### src/rtl/jt900h_blkseq_if.sv
// Handshake bundle around the TLCS-900H block transfer/search sequencer.
// The master side is the sequencer itself. The slave side is the
// decoder, the index address unit and memory.
interface jt900h_blkseq_if;
    // Decoder request
    logic        start;
    logic [1:0]  kind;
    logic        rep;
    logic        wsize;
    logic [15:0] bc_init;
    logic [15:0] cmp_val;
    logic        abort;

    // Index address unit handshake
    logic        idx_en;
    logic        use_last;
    logic        ldd_write;
    logic        idx_ok;
    logic [23:0] idx_addr;

    // Memory request and response
    logic [23:0] mem_addr;
    logic        mem_rd;
    logic        mem_we;
    logic [15:0] mem_wdata;
    logic [15:0] mem_rdata;
    logic        mem_ack;

    // Results back to the register bank and flags
    logic [15:0] bc;
    logic        bc_we;
    logic        flag_v;
    logic        flag_z;
    logic        busy;
    logic        done;

    modport master (
        input  start, kind, rep, wsize, bc_init, cmp_val, abort,
        input  idx_ok, idx_addr, mem_rdata, mem_ack,
        output idx_en, use_last, ldd_write,
        output mem_addr, mem_rd, mem_we, mem_wdata,
        output bc, bc_we, flag_v, flag_z, busy, done
    );

    modport slave (
        output start, kind, rep, wsize, bc_init, cmp_val, abort,
        output idx_ok, idx_addr, mem_rdata, mem_ack,
        input  idx_en, use_last, ldd_write,
        input  mem_addr, mem_rd, mem_we, mem_wdata,
        input  bc, bc_we, flag_v, flag_z, busy, done
    );
endinterface

### src/rtl/jt900h_blkseq.sv
// Block transfer/search sequencer for LDI/LDD/CPI/CPD and their repeat forms.
// Each iteration fetches an address from the index unit, reads one element,
// writes it back for LD kinds, then decrements BC and updates V/Z.
module jt900h_blkseq (
    input  logic            clk,
    input  logic            rst_n,
    input  logic            cen,
    jt900h_blkseq_if.master bus
);
    typedef enum logic [2:0] {IDLE, ADDR, RD, WR, UPD, FIN} state_t;
    typedef enum logic [1:0] {WR_LDD, WR_FIRST, WR_HOLD} wrPhase_t;

    state_t      state_q, state_d;
    wrPhase_t    wrPhase_q, wrPhase_d;
    logic        isCp_q, isCp_d;
    logic        rep_q, rep_d;
    logic        wsize_q, wsize_d;
    logic [15:0] cmpVal_q, cmpVal_d;
    logic [15:0] count_q, count_d;
    logic [23:0] srcAddr_q, srcAddr_d;
    logic [23:0] dstAddr_q, dstAddr_d;
    logic [15:0] data_q, data_d;
    logic        notFirst_q, notFirst_d;
    logic        flagV_q, flagV_d;
    logic        flagZ_q, flagZ_d;

    logic [15:0] newCount;
    logic        newV;
    logic        dataMatch;

    logic        idxEn, useLast, lddWrite;
    logic [23:0] memAddr;
    logic        memRd, memWe;
    logic [15:0] bcOut;
    logic        bcWe, flagVOut, flagZOut;

    // Outcome of the element in flight: the decremented count and whether the
    // data matched the compare value (only the low byte counts in byte mode).
    always_comb begin
        newCount = count_q - 16'd1;
        newV     = (newCount != 16'd0);
        if (wsize_q) begin
            dataMatch = isCp_q && (data_q == cmpVal_q);
        end else begin
            dataMatch = isCp_q && (data_q[7:0] == cmpVal_q[7:0]);
        end
    end

    // Next-state and output decode. Nothing advances without cen, so pulses
    // last one cen cycle. Strobes are only honoured in the state that asks.
    always_comb begin
        state_d    = state_q;
        wrPhase_d  = wrPhase_q;
        isCp_d     = isCp_q;
        rep_d      = rep_q;
        wsize_d    = wsize_q;
        cmpVal_d   = cmpVal_q;
        count_d    = count_q;
        srcAddr_d  = srcAddr_q;
        dstAddr_d  = dstAddr_q;
        data_d     = data_q;
        notFirst_d = notFirst_q;
        flagV_d    = flagV_q;
        flagZ_d    = flagZ_q;

        idxEn    = 1'b0;
        useLast  = 1'b0;
        lddWrite = 1'b0;
        memAddr  = 24'd0;
        memRd    = 1'b0;
        memWe    = 1'b0;
        bcOut    = count_q;
        bcWe     = 1'b0;
        flagVOut = flagV_q;
        flagZOut = flagZ_q;

        case (state_q)
            IDLE: begin
                if (cen && bus.start) begin
                    isCp_d     = bus.kind[1];
                    rep_d      = bus.rep;
                    wsize_d    = bus.wsize;
                    cmpVal_d   = bus.cmp_val;
                    count_d    = bus.bc_init;
                    notFirst_d = 1'b0;
                    state_d    = ADDR;
                end
            end
            ADDR: begin
                idxEn   = 1'b1;
                useLast = notFirst_q;
                if (cen && bus.idx_ok) begin
                    srcAddr_d = bus.idx_addr;
                    state_d   = RD;
                end
            end
            RD: begin
                memRd   = 1'b1;
                memAddr = srcAddr_q;
                if (cen && bus.mem_ack) begin
                    data_d    = wsize_q ? bus.mem_rdata : {8'h00, bus.mem_rdata[7:0]};
                    wrPhase_d = WR_LDD;
                    state_d   = isCp_q ? UPD : WR;
                end
            end
            WR: begin
                case (wrPhase_q)
                    WR_LDD: begin
                        lddWrite = 1'b1;
                        if (cen) begin
                            wrPhase_d = WR_FIRST;
                        end
                    end
                    WR_FIRST: begin
                        // The index unit presents XDE now; pass it straight
                        // through and keep a copy in case memory stalls.
                        memWe   = 1'b1;
                        memAddr = bus.idx_addr;
                        if (cen) begin
                            dstAddr_d = bus.idx_addr;
                            if (bus.mem_ack) begin
                                state_d = UPD;
                            end else begin
                                wrPhase_d = WR_HOLD;
                            end
                        end
                    end
                    WR_HOLD: begin
                        memWe   = 1'b1;
                        memAddr = dstAddr_q;
                        if (cen && bus.mem_ack) begin
                            state_d = UPD;
                        end
                    end
                    default: begin
                        wrPhase_d = WR_LDD;
                    end
                endcase
            end
            UPD: begin
                bcOut    = newCount;
                bcWe     = 1'b1;
                flagVOut = newV;
                flagZOut = dataMatch;
                if (cen) begin
                    count_d = newCount;
                    flagV_d = newV;
                    flagZ_d = dataMatch;
                    if (rep_q && newV && !dataMatch && !bus.abort) begin
                        notFirst_d = 1'b1;
                        state_d    = ADDR;
                    end else begin
                        state_d = FIN;
                    end
                end
            end
            FIN: begin
                if (cen) begin
                    state_d = IDLE;
                end
            end
            default: begin
                state_d = IDLE;
            end
        endcase
    end

    // State and datapath registers; reset drops any sequence in progress.
    always_ff @(posedge clk or negedge rst_n) begin
        if (!rst_n) begin
            state_q    <= IDLE;
            wrPhase_q  <= WR_LDD;
            isCp_q     <= 1'b0;
            rep_q      <= 1'b0;
            wsize_q    <= 1'b0;
            cmpVal_q   <= 16'd0;
            count_q    <= 16'd0;
            srcAddr_q  <= 24'd0;
            dstAddr_q  <= 24'd0;
            data_q     <= 16'd0;
            notFirst_q <= 1'b0;
            flagV_q    <= 1'b0;
            flagZ_q    <= 1'b0;
        end else begin
            state_q    <= state_d;
            wrPhase_q  <= wrPhase_d;
            isCp_q     <= isCp_d;
            rep_q      <= rep_d;
            wsize_q    <= wsize_d;
            cmpVal_q   <= cmpVal_d;
            count_q    <= count_d;
            srcAddr_q  <= srcAddr_d;
            dstAddr_q  <= dstAddr_d;
            data_q     <= data_d;
            notFirst_q <= notFirst_d;
            flagV_q    <= flagV_d;
            flagZ_q    <= flagZ_d;
        end
    end

    assign bus.idx_en    = idxEn;
    assign bus.use_last  = useLast;
    assign bus.ldd_write = lddWrite;
    assign bus.mem_addr  = memAddr;
    assign bus.mem_rd    = memRd;
    assign bus.mem_we    = memWe;
    assign bus.mem_wdata = data_q;
    assign bus.bc        = bcOut;
    assign bus.bc_we     = bcWe;
    assign bus.flag_v    = flagVOut;
    assign bus.flag_z    = flagZOut;
    assign bus.busy      = (state_q != IDLE);
    assign bus.done      = (state_q == FIN);
endmodule

### src/flat_wrapper.sv
// flat-port wrapper written by rule: the top's interface ports become plain ports
module jt900h_blkseq_flat 
  (clk, rst_n, cen, bus_start, bus_kind, bus_rep, bus_wsize, bus_bc_init, bus_cmp_val, bus_abort, bus_idx_ok, bus_idx_addr, bus_mem_rdata, bus_mem_ack, bus_idx_en, bus_use_last, bus_ldd_write, bus_mem_addr, bus_mem_rd, bus_mem_we, bus_mem_wdata, bus_bc, bus_bc_we, bus_flag_v, bus_flag_z, bus_busy, bus_done);
  jt900h_blkseq_if bus_i ();
  input  logic clk;
  input  logic rst_n;
  input  logic cen;
  input wire logic [$bits(bus_i.start)-1:0] bus_start;
  input wire logic [$bits(bus_i.kind)-1:0] bus_kind;
  input wire logic [$bits(bus_i.rep)-1:0] bus_rep;
  input wire logic [$bits(bus_i.wsize)-1:0] bus_wsize;
  input wire logic [$bits(bus_i.bc_init)-1:0] bus_bc_init;
  input wire logic [$bits(bus_i.cmp_val)-1:0] bus_cmp_val;
  input wire logic [$bits(bus_i.abort)-1:0] bus_abort;
  input wire logic [$bits(bus_i.idx_ok)-1:0] bus_idx_ok;
  input wire logic [$bits(bus_i.idx_addr)-1:0] bus_idx_addr;
  input wire logic [$bits(bus_i.mem_rdata)-1:0] bus_mem_rdata;
  input wire logic [$bits(bus_i.mem_ack)-1:0] bus_mem_ack;
  output wire logic [$bits(bus_i.idx_en)-1:0] bus_idx_en;
  output wire logic [$bits(bus_i.use_last)-1:0] bus_use_last;
  output wire logic [$bits(bus_i.ldd_write)-1:0] bus_ldd_write;
  output wire logic [$bits(bus_i.mem_addr)-1:0] bus_mem_addr;
  output wire logic [$bits(bus_i.mem_rd)-1:0] bus_mem_rd;
  output wire logic [$bits(bus_i.mem_we)-1:0] bus_mem_we;
  output wire logic [$bits(bus_i.mem_wdata)-1:0] bus_mem_wdata;
  output wire logic [$bits(bus_i.bc)-1:0] bus_bc;
  output wire logic [$bits(bus_i.bc_we)-1:0] bus_bc_we;
  output wire logic [$bits(bus_i.flag_v)-1:0] bus_flag_v;
  output wire logic [$bits(bus_i.flag_z)-1:0] bus_flag_z;
  output wire logic [$bits(bus_i.busy)-1:0] bus_busy;
  output wire logic [$bits(bus_i.done)-1:0] bus_done;
  assign bus_i.start = bus_start;
  assign bus_i.kind = bus_kind;
  assign bus_i.rep = bus_rep;
  assign bus_i.wsize = bus_wsize;
  assign bus_i.bc_init = bus_bc_init;
  assign bus_i.cmp_val = bus_cmp_val;
  assign bus_i.abort = bus_abort;
  assign bus_i.idx_ok = bus_idx_ok;
  assign bus_i.idx_addr = bus_idx_addr;
  assign bus_i.mem_rdata = bus_mem_rdata;
  assign bus_i.mem_ack = bus_mem_ack;
  assign bus_idx_en = bus_i.idx_en;
  assign bus_use_last = bus_i.use_last;
  assign bus_ldd_write = bus_i.ldd_write;
  assign bus_mem_addr = bus_i.mem_addr;
  assign bus_mem_rd = bus_i.mem_rd;
  assign bus_mem_we = bus_i.mem_we;
  assign bus_mem_wdata = bus_i.mem_wdata;
  assign bus_bc = bus_i.bc;
  assign bus_bc_we = bus_i.bc_we;
  assign bus_flag_v = bus_i.flag_v;
  assign bus_flag_z = bus_i.flag_z;
  assign bus_busy = bus_i.busy;
  assign bus_done = bus_i.done;
  jt900h_blkseq u_core (.clk(clk), .rst_n(rst_n), .cen(cen), .bus(bus_i));
endmodule
### config.mk
export PLATFORM = sky130hd
export DESIGN_NAME = jt900h_blkseq_flat
export DESIGN_NICKNAME = d
export VERILOG_FILES = /design/src/rtl/jt900h_blkseq_if.sv /design/src/rtl/jt900h_blkseq.sv /design/src/flat_wrapper.sv
export SDC_FILE = /design/constraint.sdc
export NUM_CORES = 1
export LEC_CHECK = 0
export ABC_AREA = 1
export CAP_MARGIN = 20
export CORE_ASPECT_RATIO = 1.4
export CORE_MARGIN = 3
export CORE_UTILIZATION = 53
export DETAILED_ROUTE_END_ITERATION = 12
export HOLD_SLACK_MARGIN = 0.05
export PLACE_DENSITY = 0.9
export SLEW_MARGIN = 20
export SYNTH_ARGS = -nofsm -noshare
export SYNTH_HDL_FRONTEND = slang
export SYNTH_SLANG_ARGS = --single-unit
export TNS_END_PERCENT = 10
### constraint.sdc
create_clock -name clk -period 3.65 [get_ports clk]
set_input_delay 0.365 -clock clk [delete_from_list [all_inputs] [get_ports clk]]
set_output_delay 0.365 -clock clk [all_outputs]
set_load 0.005 [all_outputs]
==> results of run 1 <==
## kinds of logic (layout without fill, tap and decap cells)
family | after synthesis | count (layout)
AOI/OAI and AO/OA | 168 | 168
xor gates and xnor gates | 9 | 9
adders and majority gates | 6 | 6
buffers and inverters | 102 | 240
DFF | 107 | 107
muxes | 14 | 14
and+or+nand+nor | 316 | 316
## placed cells by master (no fill, tap or decap), types with 3 or more instances in the layout
| cell type | count |
|---|---|
| sky130_fd_sc_hd__nand3_2 | 3 |
| sky130_fd_sc_hd__nand2_2 | 3 |
| sky130_fd_sc_hd__buf_4 | 9 |
| sky130_fd_sc_hd__clkbuf_16 | 9 |
| sky130_fd_sc_hd__clkdlybuf4s50_1 | 146 |
| sky130_fd_sc_hd__xnor2_1 | 9 |
| sky130_fd_sc_hd__or2_2 | 4 |
| sky130_fd_sc_hd__o21bai_1 | 3 |
| sky130_fd_sc_hd__mux2_2 | 14 |
| sky130_fd_sc_hd__nand2_1 | 202 |
| sky130_fd_sc_hd__nand3_1 | 27 |
| sky130_fd_sc_hd__a21oi_1 | 17 |
| sky130_fd_sc_hd__o21ai_0 | 90 |
| sky130_fd_sc_hd__o21ai_1 | 14 |
| sky130_fd_sc_hd__inv_1 | 60 |
| sky130_fd_sc_hd__a31oi_1 | 13 |
| sky130_fd_sc_hd__dfrtp_1 | 107 |
| sky130_fd_sc_hd__nor2_4 | 7 |
| sky130_fd_sc_hd__nand4_1 | 3 |
| sky130_fd_sc_hd__inv_2 | 8 |
| sky130_fd_sc_hd__a22o_1 | 24 |
| sky130_fd_sc_hd__nor2_2 | 11 |
| sky130_fd_sc_hd__nor2_1 | 52 |
| sky130_fd_sc_hd__ha_1 | 6 |
## cell usage after synthesis (4+ instances only)
cell	n
sky130_fd_sc_hd__inv_2	8
sky130_fd_sc_hd__a22o_1	24
sky130_fd_sc_hd__buf_2	16
sky130_fd_sc_hd__clkbuf_1	16
sky130_fd_sc_hd__nor2_2	11
sky130_fd_sc_hd__a31oi_1	13
sky130_fd_sc_hd__a21oi_1	17
sky130_fd_sc_hd__o21ai_1	14
sky130_fd_sc_hd__nor2_4	7
sky130_fd_sc_hd__xnor2_1	9
sky130_fd_sc_hd__or2_2	4
sky130_fd_sc_hd__ha_1	6
sky130_fd_sc_hd__o21ai_0	90
sky130_fd_sc_hd__inv_1	60
sky130_fd_sc_hd__nand2_1	202
sky130_fd_sc_hd__nor2_1	52
sky130_fd_sc_hd__mux2_2	14
sky130_fd_sc_hd__dfrtp_1	107
sky130_fd_sc_hd__nand3_1	27
## cell type report
class | instances | area (sq um)
inverters | 68 | 255
multi-input cells | 513 | 2660
repair buffers | 156 | 1540
clock buffers | 12 | 246
fillers | 774 | 2880
clock inverters | 4 | 32.5
flip-flops and latches | 107 | 2680
well taps | 138 | 173
## power groups by stage
stage / registers, mW / clock network (mW) / logic (mW)
after floorplan: 1.99 / 0 / 1.40
after global placement: 2.06 / 0 / 2.26
after detailed placement: 2.10 / 0 / 2.35
after CTS: 2.09 / 0.932 / 2.37
after global routing: 2.15 / 0.978 / 2.63
final: 2.10 / 0.916 / 2.36
## state kept, by name (all words and copies together) (netlist names)
signal                flops
u_core.count_q           16
u_core.isCp_q             1
u_core.rep_q              1
u_core.flagZ_q            1
u_core.flagV_q            1
u_core.bus.mem_wdata     16
u_core.notFirst_q         1
u_core.cmpVal_q          16
u_core.srcAddr_q         24
u_core.state_q            3
u_core.dstAddr_q         24
u_core.wsize_q            1
u_core.wrPhase_q          2
## stage by stage
step	cells	hold WS (ps)	instance area (sq um)	power (mW)
6_report	998	72.2	7580	5.37
5_1_grt	998	137	7580	5.76
4_1_cts	998	276	7580	5.39
3_5_place_dp	982	473	7300	4.45
3_3_place_gp	982	452	7300	4.31
2_1_floorplan	722	69.4	5740	3.39
## critical path, cell delays in order, from the launching register on
cell,delay [ps]
sky130_fd_sc_hd__dfrtp_1,410
sky130_fd_sc_hd__inv_1,190
sky130_fd_sc_hd__ha_1,320
sky130_fd_sc_hd__nand2_2,140
sky130_fd_sc_hd__nor2_2,170
sky130_fd_sc_hd__nand2_1,70
sky130_fd_sc_hd__nand2_1,50
sky130_fd_sc_hd__nand2_1,70
sky130_fd_sc_hd__nor2_1,110
sky130_fd_sc_hd__nand2_1,70
sky130_fd_sc_hd__nor2_2,110
sky130_fd_sc_hd__nand3_2,110
sky130_fd_sc_hd__o21a_1,140
sky130_fd_sc_hd__clkdlybuf4s50_1,440
## layer usage
layer | vias to the layer above | track usage [%] | share of wire [%]
li1 | 2617 | - | -
met2 | 223 | 44.2 | 52
met4 | 0 | 8.93 | 2.5
met3 | 30 | 4.41 | 6.7
met1 | 2661 | 31.4 | 39
met5 | - | 0 | 0
## worst max path at each step
stage,slack [ps],end,cells past startpoint
6_report,560,bus_flag_v,13
2_1_floorplan,1610,bus_flag_v,10
4_1_cts,540,bus_flag_v,13
5_1_grt,300,bus_flag_v,13
3_5_place_dp,920,bus_flag_v,13
3_3_place_gp,950,bus_flag_v,13
==> summary.md, run 1 <==
The logs give 0 for the post-cts gate resize count and 1210 ps for the setup slack of the worst register-to-register path. For this configuration, the core starts out at a cell density of 54.9%. The deepest level of the CTS H-tree was 3.

Setup skew after layout: 12.4 ps. The synthesized net count was 811. The synthesis warning total is 0, and the count of inserted antenna diode cells is 0.

Setup repair after global routing left no endpoint under its margin. Number of primary I/O pins: 149. For the aggregate global-route resource usage, the log shows 25.3%. For the number of setup violations in the final report, the log shows 0.

Summing the areas of all and, or, nand and nor instances in the mapped netlist gives 23.8% of the synthesized area. Fraction of power spent switching nets: 37.9%. In this run the worst setup path begins at u_core.count_q[0]. The minimum clock period was 3090 ps. TritonCTS built the clock tree.

Measured along the y axis, the die boundary spans 129 um. Share of total power in sequential cells: 39.1%. For the worst-skew pair, the clock arrives at the later sink with an insertion delay of 340 ps. The fraction of layout cells with a size suffix above 1 is 9.19%, and the number of global-route vias before repair is 5,441. Kind of end point of the critical path: an output port.

The first global-routing pass estimated 24,900 um of wire. The analysis attributes to cell leakage a power of 3.42 nW. The slack of the critical path came out at 562 ps. The number of buffers created by CTS was 9; the final period utilization was 84.6%. In this run the power density over the cells is 709 mW/mm^2. The number of setup buffers added after CTS is 0. The count of buffers inserted at the top-level ports was 147. The run gives 44 as the number of rows created at floorplan. The cell at the root of the clock tree was sky130_fd_sc_hd__clkbuf_16. The width of the die works out to 93.9 um.

After detailed routing, the number of remaining DRC violations is 0. The die covers 0.0121 sq mm. Routed length per instance: 15.2 um. The flow ran to the end, and the final reports show no timing, DRC or antenna violations. For this design, the sink count on the clock tree is 107.

The first-pass iteration count of the detailed router is 5, and the number of cell instances on the worst register-to-register path is 11. The logs give 43.9% for the part of the total power dissipated in combinational logic and 15,200 um for the wire length after detailed routing. In this run the remaining antenna-violating nets after routing total 0.

The tools report the number of different library cells in the post-synthesis netlist as 35. The largest net degree at the start of global routing is 88, and the clock-pin slew reported for the worst setup and hold paths after clock tree synthesis is 80 ps. Before CTS, the worst setup slack after placement is 918 ps. The final-report max-slew violation count is 0, and the number of violations of the max-capacitance limit is 0. The worst hold path belongs to the class input port to async pin. The total internal power was 3.34 mW. The run gives 944 as the number of nets at the end of the flow.

The average instance in the mapped netlist occupies 7.95 sq um. The clock network fraction of design power is 17.1%. The synthesized netlist devotes 17.0% of its cell area to compound gates. Synthesis inferred 107 register bits. Detailed placement ended at an HPWL of 10,900 um. The worst vdd rail ir drop is 0.342 mV.

The setup path with the least slack is of type flop to output port. Summing over every cut layer, the via total after detailed routing is 5,531. Based on the critical path, the design can be clocked at up to 324 MHz. The placer congestion estimate was 0.912; the number of design-rule violations left by the first detailed-router iteration was 335. The tools report the post-synthesis instance area as 0.00574 sq mm. The post-synthesis async set-or-reset flop share is 100%.

Endpoint required time on the critical path: 3280 ps. For the final core area utilization, the log shows 72.5%. For the pin with the worst max-slew slack, the measured transition is 877 ps. Capture instance of the worst register-to-register path: u_core.notFirst_q. In this run the tightest slew margin relative to its limit is 41.5%. Sorting the synthesized cells by area gives the leading types as sky130_fd_sc_hd__dfrtp_1 (47%), sky130_fd_sc_hd__nand2_1 (13%), sky130_fd_sc_hd__o21ai_0 (7.8%). Using the TritonRoute via totals, the vias-per-cell ratio works out to 5.54. The share of the Yosys chip area taken by registers is 46.7%. The floorplan core area is 0.0105 sq mm. The adder-cell share of the synthesized area is 1.31%, and the worst endpoint data arrival time is 2720 ps. The tools report the switching component of the power as 2.03 mW. For the maximum root-to-sink buffer count, the log shows 2. The xor-xnor portion of the synthesized cell area is 1.37%, and the total global routing overflow is 0. Of all nets on the critical path, the largest fanout is 6. Area growth from synthesis to layout: 32.1%. The initial antenna violation count is 0, and the area fraction of the dominant cell type after synthesis is 46.7%. Adding up every negative setup slack in the final design gives 0 ps. In this run the critical register-to-register path is launched from u_core.state_q[1].

The largest total area in the synthesized netlist belongs to sky130_fd_sc_hd__dfrtp_1. Dominant register cell in the synthesized netlist: sky130_fd_sc_hd__dfrtp_1. The number of enable-type register cells in the synthesized netlist came out at 0. By area, the combinational part of the netlist is dominated by simple AND/OR/NAND/NOR gates. For this design, the CTS-stage hold fixing added 0 buffers. The final number of hold-violating endpoints came out at 0. The portion of synthesized area spent on multiplexers is 2.75%.

The startpoint class of the critical path was a flop. After technology mapping, the gate count stands at 722.
No activity file was read; power rests on OpenSTA's default activity.
==> inputs of run 2 (changes only) <==
--- a/config.mk
+++ b/config.mk
@@ -9,10 +9,10 @@
 export CAP_MARGIN = 20
 export CORE_ASPECT_RATIO = 1.4
 export CORE_MARGIN = 3
-export CORE_UTILIZATION = 53
+export CORE_UTILIZATION = 49
 export DETAILED_ROUTE_END_ITERATION = 12
 export HOLD_SLACK_MARGIN = 0.05
-export PLACE_DENSITY = 0.9
+export PLACE_DENSITY = 0.84
 export SLEW_MARGIN = 20
 export SYNTH_ARGS = -nofsm -noshare
 export SYNTH_HDL_FRONTEND = slang
==> constraint.sdc (replaced) <==
create_clock -name clk -period 3.2 [get_ports clk]
set_input_delay 0.32 -clock clk [delete_from_list [all_inputs] [get_ports clk]]
set_output_delay 0.32 -clock clk [all_outputs]
set_load 0.005 [all_outputs]
==> run 2 against run 1 <==
Effect of this change:
- hold slack improved by 410 ps
- first-iteration DRC count fell by 29%
- setup slack worse by 390 ps
- via count down 4.8%
- clock skew grew 1.1 ps
- critical endpoint unchanged
- final cell count increased by 0.60%
- sequential cell count is the same
- count of clock-buffer cells in the layout is 1 lower
- wire length is 3.4% lower
- highest routed layer unchanged
- clock power increased by 28%
- sequential share of layout area fell by 0.28 points
- die area grew 7.7%
==> summary.md, run 2 (same netlist as run 1, synthesis figures left out) <==
The summed negative setup slack over all endpoints was 0 ps. After detailed routing, the average wire length per cell comes to 14.6 um. The region available for standard cell placement spans 0.0114 sq mm. For this run, the detailed router's first-pass iteration total came to 5. In this design, the critical path's most frequently occurring cell is sky130_fd_sc_hd__nand2_1.

The path class of the lowest-slack min-delay path is flop to flop. The run gives 14,700 um as the wire length after detailed routing. The total overflow left after global routing is 0. The smallest clock period supported by the final layout is computed as 3020 ps. The delay of the slowest cell on the worst path works out to 440 ps.

Across the run, the number of max-cap violations was 0. At the end of routability-driven placement, the weighted congestion stood at 0.847. At the pin with the least slew margin, the transition time is 857 ps.

The run finished with clean final reports. For this configuration, the core starts out at a cell density of 50.4%. The max-slew headroom at the worst pin came out at 42.8%. Kind of end point of the critical path: an output port. After detailed routing, the number of remaining DRC violations is 0. The count of inserted antenna diode cells is 0, and the final number of hold-violating endpoints is 0. Post-CTS timing repair inserted 0 buffers for setup. Global routing used 23.0% of the available tracks. The wire length of the first global-routing pass was 24,800 um; the minimum setup slack after placement was 520 ps. In this run, placement finished with an instance count of 988. Per report_power, the clock group accounts for 18.9% of the total. For the detailed-route via count, the log shows 5,267.

The initial antenna violation count is 0. With fillers left out, the area of the finished cells amounts to 0.00764 sq mm. Hold timing on the final database bottoms out at a slack of 483 ps. Setup repair after global routing left no endpoint under its margin. The number of global-route vias before repair is 5,247. The placed instance area is 0.00732 sq mm, and the critical-path maximum fanout is 6. Of the total power, the share spent switching nets is 36.6%. The H-tree was split into 3 levels. STA puts the critical path data arrival time at 2700 ps. The run gives 177 ps as the slack of the critical path.

The top cell family by delay on the critical path was simple AND/OR/NAND/NOR gates. The detail route stage leaves a number of antenna-violating nets equal to 0. At the worst endpoint, the required time is 2880 ps. The critical path is of the flop to output port type.

Counting both buffers and inverters, the worst setup path holds a total of 2. The first routing iteration left 239 violations. The number of primary I/O pins is 149, and the total power divided by cell area is 814 mW/mm^2.

The clock-pin slew reported for the worst setup and hold paths after clock tree synthesis is 70 ps, and the share of total power in sequential cells is 38.3%. Buffers placed on the I/O ports in this run total 147. TritonCTS built the clock tree. The post-layout total power was 6.22 mW. The setup skew after layout was 13.5 ps.

In this run the deepest clock path goes through 2 buffers. Fraction of layout cells with a size suffix above 1: 9.30%. In this run the clock root is driven by a sky130_fd_sc_hd__clkbuf_16. Summed over all nets, the half-perimeter wirelength after detailed placement is 10,500 um. The die extent in y works out to 134 um. The critical path goes through inv_1 > ha_2 > nand2_2 > nor2_2 > nand2_1 > nand2_1 > nand2_1 > nor2_1 > nand2_1 > nor2_2 > nand3_2 > o21a_1 > clkdlybuf4s50_1. The largest registers in the layout are u_core.dstAddr_q: 24 flops, u_core.srcAddr_q: 24 flops. The die covers 0.0131 sq mm. The logs give 3.94 mW for the total internal power and 67.1% for the final core area utilization. The worst setup path is launched from a flop.

In the routed layout, each cell is associated on average with a via count of 5.25. Compared with the post-synthesis result, the final layout area differs by 33.1%. The floorplan has 46 rows. The finished layout holds 1,004 standard cells, fillers aside.

Insertion delay to the later sink of the worst-skew pair: 340 ps. Setup violations remaining at the end of the flow were counted as 0. For the part of the total power dissipated in combinational logic, the log shows 42.8%.

The library cells used most frequently in the layout, excluding fill and tap cells, are sky130_fd_sc_hd__nand2_1 (202), sky130_fd_sc_hd__clkdlybuf4s50_1 (146), sky130_fd_sc_hd__dfrtp_1 (107). The logs give 2.28 mW for the switching component of the power and 9 for the number of buffers created by CTS. Width of the die: 97.5 um. In the final design database the tool counted 945 nets. In the finished design, the share of the clock period the worst path needs comes to 94.5%. For the leakage component of the power, the log shows 3.44 nW. The critical-path cell with the highest stage delay was sky130_fd_sc_hd__clkdlybuf4s50_1. For this run, the top clock speed supported by timing is 331 MHz.

The final-report max-slew violation count came out at 0. The library cell used most frequently in the layout, excluding fill and tap cells, is sky130_fd_sc_hd__nand2_1. The worst-case IR drop observed on VDD is 0.355 mV. The count of clock tree sinks is 107. For the largest net degree at the start of global routing, the log shows 58.
run 2: changes by cell type in the layout (fill, tap and decap cells not counted), sizes merged:
cell         before  now
bufinv            0    2
clkinvlp          2    0
clkbuf           12   11
clkinv            0    1
dlygate4sd3       0    1
inv              70   69
run 2: worst register-to-register path, delay by kind of cell, from the launching register on:
kind	cells	cell delay, ps
and+or+nand+nor	3	1140
AOI/OAI and AO/OA	1	450
DFF	1	420
buffers and inverters	1	110
run 2: path summary, 6_finish.rpt:
check                      cells past startpoint                      end  slack (ps)              start
min                                            2        u_core.notFirst_q         480  u_core.notFirst_q
max                                           13               bus_flag_v         180  u_core.count_q[0]
max reg2reg                                    5      u_core.srcAddr_q[4]         980  u_core.state_q[1]
max in group asynchronous                      3      u_core.dstAddr_q[5]        1880              rst_n
min in group asynchronous                      2  u_core.bus.mem_wdata[4]         550              rst_n
min reg2reg                                    2        u_core.notFirst_q         480  u_core.notFirst_q
run 2: timing repair:
item | CTS | global route
resized for setup | 0 | 1
hold buffers | 1 | 0
endpoints found under the setup margin | 0 | 1
hold endpoints to repair | 17 | 0
run 2: final cells by class:
type                       instances  area, sq um
clock buffer                      11          233
clock inverter                     4         73.8
sequential                       107         2680
multi-input combinational        513         2660
tap                              144          180
timing repair buffer             157         1560
fill                             969         3750
inverter                          68          255
run 2: per-layer routing:
layer | vias up | wire length (um) | global-route usage [%] | share of wire [%]
li1 | 2622 | - | - | -
met1 | 2461 | 6100 | 28.9 | 42
met2 | 158 | 7350 | 39.1 | 50
met3 | 26 | 793 | 3.95 | 5.4
met4 | 0 | 435 | 9.70 | 3.0
met5 | - | 0 | 0 | 0
run 2: power groups by stage:
| stage | clock, mW | sequential, mW | combinational (mW) |
|---|---|---|---|
| finish | 1.17 | 2.38 | 2.66 |
| global route | 1.24 | 2.46 | 2.99 |
| CTS | 1.19 | 2.38 | 2.69 |
| detailed placement | 0 | 2.40 | 2.67 |
| global placement | 0 | 2.36 | 2.60 |
| floorplan | 0 | 2.27 | 1.59 |
==> inputs of run 3 (changes only) <==
--- a/config.mk
+++ b/config.mk
@@ -13,6 +13,7 @@
 export DETAILED_ROUTE_END_ITERATION = 12
 export HOLD_SLACK_MARGIN = 0.05
 export PLACE_DENSITY = 0.84
+export RECOVER_POWER = 25
 export SLEW_MARGIN = 20
 export SYNTH_ARGS = -nofsm -noshare
 export SYNTH_HDL_FRONTEND = slang
==> run 3 against run 2 <==
Effect of this change:
- wire length is essentially flat
- total power is essentially flat
- global-route usage is the same
- cell area shrank 0.28%
- via count shrank 0.13%
- setup slack lost 0.55 ps
- combinational power is essentially flat
- sequential cell count is the same
- die area is the same
- hold slack is the same
- non-clock buffer count is the same
- clock power is essentially flat
- largest cell class unchanged
==> summary.md, run 3 (same netlist as run 1, synthesis figures left out) <==
The run finished with clean final reports. The setup check on the worst reg-to-reg path leaves a slack of 520 ps. Dividing the final minimum period by the clock period gives 94.5%. Routed length per instance: 14.6 um. The run gives 5,260 as the detailed-route via count. The net count of the finished layout is 945.

The worst path in the final design needs a cycle of 3020 ps, including I/O delays and setup. For the worst flop-to-flop path, the logic depth is 5. After clock tree synthesis, the clock-pin slew on the worst setup and hold paths is 70 ps.

The post-layout total power is 6.21 mW. Input and output buffers added on the ports amount to 147. IR analysis of the VDD net gives a maximum drop of 0.355 mV. The run gives 0 as the final number of hold-violating endpoints. The tools report the count of antenna-violating nets left after detailed routing as 0. The critical-path cell with the highest stage delay is sky130_fd_sc_hd__clkdlybuf4s50_1.

The HPWL after detailed placement is 10,500 um. In this run the deepest clock path goes through 2 buffers. The capture instance of the worst register-to-register path is u_core.count_q[13]. For the final database, setup skew stands at 10.9 ps. Clock tree synthesis found a total of 107 sinks. The run gives 3.43 nW as the leakage component of the power. The summed negative setup slack over all endpoints was 0 ps. Tracing the worst setup path back leads to its startpoint at u_core.count_q[0]. The number of setup violations in the final report is 0, and the initial antenna violation count is 1. The width of the die works out to 97.5 um. The pin slew with the least headroom to its limit was 1310 ps. The tools report the aggregate global-route resource usage as 23.0%. At the worst endpoint, the required time is 2880 ps. The number of setup buffers added after CTS is 0. For the number of rows created at floorplan, the log shows 46. The logs give 0 for the final-report max-slew violation count and 2700 ps for the worst endpoint data arrival time. STA classifies the critical path startpoint as a flop. The placer congestion estimate is 0.847. The die is 134 um tall.

The library cells used most frequently in the layout, excluding fill and tap cells, are sky130_fd_sc_hd__nand2_1 (202), sky130_fd_sc_hd__clkdlybuf4s50_1 (145), sky130_fd_sc_hd__dfrtp_1 (107). Of all nets on the critical path, the largest fanout is 6. Dividing total power by cell area gives a power density of 815 mW/mm^2. Before antenna repair, the detailed router went through 4 iterations. In this run the critical register-to-register path is launched from u_core.state_q[2]. Max-cap violations in this run came to 0.

For the remaining routing DRC violations, the log shows 0. STA classifies the critical path endpoint as an output port. The most frequent cell on the critical path is sky130_fd_sc_hd__nand2_1. In this design, the stage delay of the slowest critical-path cell is 440 ps. The layout has 973 filler cells. The first global-routing pass estimated 24,800 um of wire. For the maximum frequency from static timing analysis, the log shows 331 MHz.

The tools report the number of global-route vias before repair as 5,247. In the final layout, the registers with the most flip-flops are u_core.dstAddr_q: 24 flops, u_core.srcAddr_q: 24 flops. Deepest level of the CTS H-tree: 3.

Pin placement for this block handled 149 I/O pins. Summing all multi-input logic gate instances after layout gives 0.00266 sq mm. The average via count per standard cell is 5.23. Walking the worst path, the cells encountered are inv_1 > ha_2 > nand2_2 > nor2_2 > nand2_1 > nand2_1 > nand2_1 > nor2_1 > nand2_1 > nor2_2 > nand3_2 > o21a_1 > clkdlybuf4s50_1.

Number of buffers created by CTS: 9. Counting both buffers and inverters, the worst setup path holds a total of 2. The critical path crosses 13 cells after its start point. The min-delay analysis places its worst path in the category flop to flop. For this run the aggregate overflow at the end of global routing stands at 0.

Compared with the post-synthesis result, the final layout area differs by 32.8%. Setup repair after global routing left no endpoint under its margin. The finished layout holds 1,005 standard cells, fillers aside. The end point of the critical path was bus_flag_v. The max-slew headroom at the worst pin came out at 12.9%.

The wire length after detailed routing came out at 14,700 um. The critical path is of the flop to output port type. TritonCTS built the clock tree.

The top cell family by delay on the critical path was simple AND/OR/NAND/NOR gates. CTS placed an instance of sky130_fd_sc_hd__clkbuf_16 at the clock tree root. Entering global routing, the biggest net connects 58 pins.

Once the floorplan was initialized, standard cells occupied 50.4% of the core. For the insertion delay to the later sink of the worst-skew pair, the log shows 340 ps. The floorplan core area came out at 0.0114 sq mm.

The run gives 988 as the instance count after placement with tap cells included. The most common cell after layout, fill and taps aside was sky130_fd_sc_hd__nand2_1. After the first detailed-routing iteration, the DRC count stood at 250. The post-route netlist has 9.07% of its cells at a drive strength greater than 1. The die covers 0.0131 sq mm. Across the whole layout, storage elements account for 0.00268 sq mm.
run 3: repair_timing:
| item | in CTS | in global routing |
|---|---|---|
| endpoints found under the setup margin | 0 | 1 |
| hold buffers | 1 | 0 |
| gates resized for setup | 0 | 1 |
| hold endpoints to repair | 17 | 0 |
run 3: tightest hold or removal path: cells and delay by family (launching register included):
family,cells,cell delay [ps]
flops,1,330
simple gates,2,120
run 3: where the power goes:
group          switching, mW  internal, mW  leakage [nW]
Sequential             0.459          1.92          1.32
Clock                  0.488         0.685         0.150
Combinational           1.33          1.33          1.96
run 3: how the worst min path moves through the flow:
stage	startpoint	to	slack (ps)	cells past startpoint
after global routing	u_core.flagZ_q	u_core.flagZ_q	500	2
after CTS	u_core.dstAddr_q[17]	u_core.dstAddr_q[17]	490	2
after detailed placement	rst_n	u_core.bus.mem_wdata[4]	410	1
final	u_core.notFirst_q	u_core.notFirst_q	480	2
after global placement	rst_n	u_core.bus.mem_wdata[0]	410	1
after floorplan	rst_n	u_core.bus.mem_wdata[0]	20	0
run 3: layout make-up:
| cell class | count | share of cell area [%] |
|---|---|---|
| Inverter | 68 | 3.35 |
| Clock inverter | 4 | 0.969 |
| Antenna cell | 1 | 0.0328 |
| Clock buffer | 11 | 3.05 |
| Multi-Input combinational cell | 513 | 34.9 |
| Sequential cell | 107 | 35.1 |
| Timing Repair Buffer | 157 | 20.2 |
| Tap cell | 144 | 2.36 |
run 3: per-stage QoR:
stage	setup WS, ps	hold slack [ps]	util (%)	instance area [sq um]
after floorplan	1200	24.4	-	5740
after global placement	560	408	64.3	7320
after detailed placement	520	410	64.3	7320
after CTS	147	490	67.0	7640
after global routing	4.64	501	66.9	7620
final	176	483	66.9	7620
run 3: routing by layer:
layer / GRT usage (%) / up-vias / wire [um] / share of wire (%)
met5: 0 / - / 0 / 0
met4: 9.70 / 0 / 425 / 2.9
met3: 3.95 / 28 / 763 / 5.2
met2: 39.1 / 152 / 7380 / 50
met1: 28.9 / 2461 / 6110 / 42
li1: - / 2619 / - / -
